`src/rtl/cp_timing_detect_pkg.sv`:
```
// Shared types and constants for CP-based symbol timing detection.
// Includes the wrapped index distance used by the lock tracker.
package cp_timing_detect_pkg;

  localparam int N_FFT      = 64;
  localparam int L_CP       = 16;
  localparam int SYM_LEN    = N_FFT + L_CP;
  localparam int PHI_W      = 14;
  localparam int THETA_TOL  = 1;
  localparam int LOCK_MATCH = 3;
  localparam int IDX_W      = $clog2(SYM_LEN);
  localparam int CNT_W      = $clog2(LOCK_MATCH + 1);

  typedef logic signed [PHI_W-1:0] phi_t;
  typedef logic signed [PHI_W:0]   metric_t;
  typedef logic [IDX_W-1:0]        idx_t;

  typedef enum logic [1:0] {
    S_IDLE  = 2'd0,
    S_FIRST = 2'd1,
    S_TRACK = 2'd2
  } state_t;

  // Distance between two window indices on a ring of length len.
  function automatic idx_t circ_dist(input idx_t a, input idx_t b, input int len);
    int d;
    d = (a > b) ? (int'(a) - int'(b)) : (int'(b) - int'(a));
    if (d > len / 2) d = len - d;
    return idx_t'(d);
  endfunction

endpackage

```
`src/rtl/cp_lock_tracker.sv`:
```
// Tracks theta stability across windows and raises locked after
// LOCK_MATCH consecutive matching windows.
module cp_lock_tracker
  import cp_timing_detect_pkg::*;
(
  input  logic clk,
  input  logic rst,
  input  logic sync_clr,
  input  logic theta_strobe,
  input  logic track_en,
  input  idx_t theta_new,
  output logic locked
);

  localparam logic [CNT_W-1:0] CNT_MAX = CNT_W'(LOCK_MATCH);
  localparam idx_t             TOL     = idx_t'(THETA_TOL);

  idx_t             prev_theta;
  logic [CNT_W-1:0] lock_cnt;
  logic [CNT_W-1:0] cnt_inc;
  logic             match;

  assign match   = (circ_dist(theta_new, prev_theta, SYM_LEN) <= TOL);
  assign cnt_inc = (lock_cnt == CNT_MAX) ? CNT_MAX : lock_cnt + 1'b1;

  always_ff @(posedge clk or negedge rst) begin
    if (!rst) begin
      prev_theta <= '0;
      lock_cnt   <= '0;
      locked     <= 1'b0;
    end else if (sync_clr) begin
      prev_theta <= '0;
      lock_cnt   <= '0;
      locked     <= 1'b0;
    end else if (theta_strobe) begin
      prev_theta <= theta_new;
      // The first window only seeds prev_theta; there is nothing to compare yet.
      if (track_en && match) begin
        lock_cnt <= cnt_inc;
        locked   <= (cnt_inc == CNT_MAX);
      end else begin
        lock_cnt <= '0;
        locked   <= 1'b0;
      end
    end
  end

endmodule

```
`src/rtl/cp_timing_detect.sv`:
```
// ML symbol-timing search: forms |gamma| - phi, finds the per-window argmax
// and hands each winner to the lock tracker.
module cp_timing_detect
  import cp_timing_detect_pkg::*;
(
  input  logic             clk,
  input  logic             rst,
  input  logic             sync_clr,
  input  logic             valid_in,
  input  logic [PHI_W-1:0] gamma_mag_in,
  input  logic [PHI_W-1:0] phi_in,
  output logic             theta_valid,
  output logic [IDX_W-1:0] theta_out,
  output logic [PHI_W:0]   metric_max,
  output logic             locked
);

  // state   | meaning
  // S_IDLE  | waiting for the first valid sample after reset or sync_clr
  // S_FIRST | searching the first window; its theta only seeds the tracker
  // S_TRACK | searching later windows; each theta is compared for lock

  localparam idx_t IDX_LAST = idx_t'(SYM_LEN - 1);

  state_t  state_q, state_d;
  idx_t    idx;
  idx_t    run_idx, win_idx;
  metric_t run_max, win_max;
  metric_t g_ext, p_ext, metric;
  logic    accept, last, track_en;

  assign g_ext  = {gamma_mag_in[PHI_W-1], gamma_mag_in};
  assign p_ext  = {phi_in[PHI_W-1], phi_in};
  assign metric = g_ext - p_ext;

  assign accept = valid_in && !sync_clr;
  assign last   = accept && (idx == IDX_LAST);

  // Strict compare keeps the earliest index on ties.
  always_comb begin
    win_max = run_max;
    win_idx = run_idx;
    if ((idx == '0) || (metric > run_max)) begin
      win_max = metric;
      win_idx = idx;
    end
  end

  always_ff @(posedge clk or negedge rst) begin
    if (!rst) begin
      idx         <= '0;
      run_max     <= '0;
      run_idx     <= '0;
      theta_valid <= 1'b0;
      theta_out   <= '0;
      metric_max  <= '0;
    end else begin
      theta_valid <= last;
      if (sync_clr) begin
        idx     <= '0;
        run_max <= '0;
        run_idx <= '0;
      end else if (valid_in) begin
        idx     <= last ? '0 : idx + 1'b1;
        run_max <= win_max;
        run_idx <= win_idx;
      end
      if (last) begin
        theta_out  <= win_idx;
        metric_max <= win_max;
      end
    end
  end

  always_ff @(posedge clk or negedge rst) begin
    if (!rst) state_q <= S_IDLE;
    else      state_q <= state_d;
  end

  always_comb begin
    state_d = state_q;
    if (sync_clr) begin
      state_d = S_IDLE;
    end else begin
      case (state_q)
        S_IDLE:  if (valid_in) state_d = S_FIRST;
        S_FIRST: if (last)     state_d = S_TRACK;
        S_TRACK: state_d = S_TRACK;
        default: state_d = S_IDLE;
      endcase
    end
  end

  always_comb begin
    track_en = (state_q == S_TRACK);
  end

  cp_lock_tracker u_lock (
    .clk          (clk),
    .rst          (rst),
    .sync_clr     (sync_clr),
    .theta_strobe (last),
    .track_en     (track_en),
    .theta_new    (win_idx),
    .locked       (locked)
  );

endmodule

```
`config.mk`:
```
export PLATFORM = sky130hd
export DESIGN_NAME = cp_timing_detect
export DESIGN_NICKNAME = d
export VERILOG_FILES = /design/src/rtl/cp_timing_detect_pkg.sv /design/src/rtl/cp_lock_tracker.sv /design/src/rtl/cp_timing_detect.sv
export SDC_FILE = /design/constraint.sdc
export NUM_CORES = 1
export LEC_CHECK = 0
export CORE_MARGIN = 5
export CORE_UTILIZATION = 52
export DETAILED_ROUTE_END_ITERATION = 10
export HOLD_SLACK_MARGIN = 0.08
export PLACE_DENSITY = 0.82
export SYNTH_ARGS = -nofsm -noshare
export SYNTH_HDL_FRONTEND = slang
export SYNTH_SLANG_ARGS = --single-unit
```
`constraint.sdc`:
```
create_clock -name clk -period 4.95 [get_ports clk]
set_input_delay 0.99 -clock clk [delete_from_list [all_inputs] [get_ports clk]]
set_output_delay 0.99 -clock clk [all_outputs]
set_load 0.01 [all_outputs]
```
==> impl_results.md, run 1 <==
- Status: complete, but fails checks
- Violated checks: setup timing
- Chip height: 105.6 µm
- WHS: 504.0 ps
- CP dominant cell by count: buf_4
- Synthesized area: 4755 µm²
- Final ANT Viol Nets: 0
- Vias per cell: 6.317
- RD Place Congestion: 0.8851
- Synthesized area per cell: 8.475 µm²
- Register area: 1602 µm²
- Final Util: 80.25%
- Synthesized Nets: 646
- Lkg Pwr: 3.259 nW
- Reg2Reg Depth: 26
- Fmax: 138.9 MHz
- Pre-CTS WS: -2655 ps
- Final period utilization: 145.4%
- R2r setup slk: -360 ps
- Worst Hold Launch: theta_out[5]
- Aggregate negative setup slack: -6636 ps
- Nets: 829
- DR WL/cell: 20.36 µm
- Area growth, synth to finish: 48.63%
- Reg-to-Reg End: u_lock.lock_cnt[1]
- Grt ovf: 0
- Worst vdd ir: 0.1515 mV
- Setup slack after layout: -2248 ps
- Std-Cell Rows: 34
- Fill count: 484
- Synth Instances: 561
- Main synth FF type: dfrtp_1
- Worst-Skew Late Latency: 350 ps
- GRT Resource Usage Total: 29.52%
- Slew @ Worst Pin: 905.5 ps
- CP peak stage delay: 500 ps
- Synthesized flop and latch total: 64
- Residual DRC count: 0
- EDFF count, synth: 0
- Die width: 105.6 µm
- Final Hold Fails: 0
- CTS buffer count: 9
- WP data required: 5210 ps
- Core box area: 8806 µm²
- Critical-path maximum fanout: 5
- Share of layout cells above drive strength 1: 32.75%
- Startpoint Class: primary input
- Clk slew on worst S/H paths: 70 ps
- Final WL: 17430 µm
- Post-DP HPWL: 9956 µm
- Final setup vio count: 3
- Post-synth ARST share: 100.0%
- Worst Hold Class: flop to flop
- Minimum clock period: 7198 ps
- Yosys Warn Count: 0
- Power density over cell area: 262.1 nW/µm²
- Largest net degree at the start of global routing: 48
- Post-Route Skew: 20.97 ps
- Total Power: 0.001852 W
- DRT iter0 DRCs: 498
- DR vias: 5407
- Clk root buf: clkbuf_8
- RSZ-0062 raised after global routing: true
- H-tree depth: 3
- Number of global-route vias before repair: 5642
- Initial antenna violation count: 0
- Die area: 11160 µm²
- CP max stage cell: clkdlybuf4s50_1
- Critical path class: primary input to flop
- Max_cap viols: 0
- CTS tree: built
- Slew Viols, Final: 0
- I/O pins: 56
- Slew margin rel.: 39.57%
- Crit. End Element: flop
- Port bufs: 55
- Synth unique cells: 58
- Pre-antenna DRT Iters: 5
- Diode count: 0
- Worst Hold Depth: 2
- Hold EP: theta_out[5]
- FF-to-FF Start: run_max[1]
- Data arrival, critical path: 7460 ps
- Seq/Total Area, Yosys: 33.68%
- Clock Sinks: 64
- Initial core utilization: 53.99%
- Global-route wire length before repair: 26900 µm
- Area of the multi-input gates: 3282 µm²
- Clk buf depth: 2
cells by family after synthesis:
group | synth area share (%)
xor gates and xnor gates | 2.947
buffers and inverters | 6.868
adders and majority gates | 14.42
and+or+nand+nor | 18.13
AOI/OAI and AO/OA | 22.03
DFF | 33.68
muxes | 1.921
stage by stage:
stage	area (µm²)	std cells
5_1_grt	7067	856
4_1_cts	6933	865
3_3_place_gp	6242	803
3_5_place_dp	6242	803
2_1_floorplan	4868	561
6_report	7067	856
metal layers:
metal	vias to the layer above	share of wire (%)	GRT usage (%)
met2	345	49	50.91
met1	2594	38	34.32
met4	0	6.3	16.47
met3	117	6.7	5.868
li1	2351	-	-
met5	-	0	0
sequential cells by signal, indices dropped and copies added (netlist names), 2 cells and up:
name,cells
run_idx,7
run_max,15
idx,7
u_lock.prev_theta,7
theta_out,7
metric_max,15
u_lock.lock_cnt,2
state_q,2
power breakdown:
part | switching (W) | internal, W | leakage (nW)
Clock | 0.000220 | 0.000228 | 0.0948
Combinational | 0.000428 | 0.000406 | 2.28
Sequential | 0.0000226 | 0.000548 | 0.880
Total | 0.000670 | 0.00118 | 3.26
worst max-delay path: cells and delay by family:
| family | cells | cell delay [ps] |
|---|---|---|
| compound gates | 13 | 2490 |
| xor+xnor | 1 | 170 |
| fa+ha+maj | 4 | 1020 |
| buf+inv | 8 | 1290 |
| mux | 2 | 610 |
| simple gates | 6 | 850 |
placed cells by master, fill, tap and decap left out, types with 32 or more instances in the layout:
cell / n
buf_4: 141
dfrtp_1: 64
inv_1: 50
a21oi_1: 43
nor2_1: 40
clkdlybuf4s50_1: 40
nand2_1: 37
ha_1: 35
o21ai_0: 33
nand3_1: 32
layout make-up:
type,instances,share of cell area (%)
multi-input cells,410,46.44
repair buffers,200,23.05
flip-flops and latches,64,22.66
inverters,59,3.311
well taps,108,1.912
clock buffers,9,1.753
clock inverters,6,0.8676
synth_stat cells (6+ instances only):
master / instances / area share (%)
nand2_1: 39 / 3.1
a21oi_1: 51 / 5.4
o211ai_1: 6 / 0.95
o21ai_0: 36 / 3.8
inv_1: 59 / 4.7
a21o_1: 6 / 0.95
ha_1: 50 / 13
xnor2_1: 9 / 1.7
o21a_1: 8 / 1.3
clkbuf_1: 28 / 2.2
nor2b_1: 7 / 0.92
mux2i_1: 8 / 1.7
nor3_1: 16 / 1.7
nor2_1: 41 / 3.2
xor2_1: 7 / 1.3
a211oi_1: 10 / 1.6
o311ai_0: 11 / 2.0
nand3_1: 36 / 3.8
dfrtp_1: 64 / 34
what timing repair did:
item | CTS | global route
setup endpoints to repair | 10 | 8
setup buffers | 47 | 9
pin swaps | 37 | 35
resized for setup | 67 | 39
hold buffers | 0 | 0
how the worst max path moves through the flow:
stage / startpoint / endpoint / slack (ps) / cells after the start
5_1_grt: phi_in[3] / u_lock.lock_cnt[1] / -2540 / 32
3_5_place_dp: gamma_mag_in[0] / u_lock.lock_cnt[1] / -2650 / 31
2_1_floorplan: gamma_mag_in[0] / u_lock.lock_cnt[1] / -1780 / 31
6_report: phi_in[3] / u_lock.lock_cnt[1] / -2250 / 34
3_3_place_gp: gamma_mag_in[0] / u_lock.lock_cnt[1] / -2460 / 31
4_1_cts: gamma_mag_in[0] / u_lock.lock_cnt[1] / -1860 / 33
No activity file was read; power rests on OpenSTA's default activity.
==> run 2, diff against run 1 <==
--- a/config.mk
+++ b/config.mk
@@ -7,6 +7,7 @@
 export LEC_CHECK = 0
 export CORE_MARGIN = 5
 export CORE_UTILIZATION = 52
+export CTS_CLUSTER_DIAMETER = 150
 export DETAILED_ROUTE_END_ITERATION = 10
 export HOLD_SLACK_MARGIN = 0.08
 export PLACE_DENSITY = 0.82
==> results of run 2 <==
Final layout, timing and power as in run 1 (identical DEF).
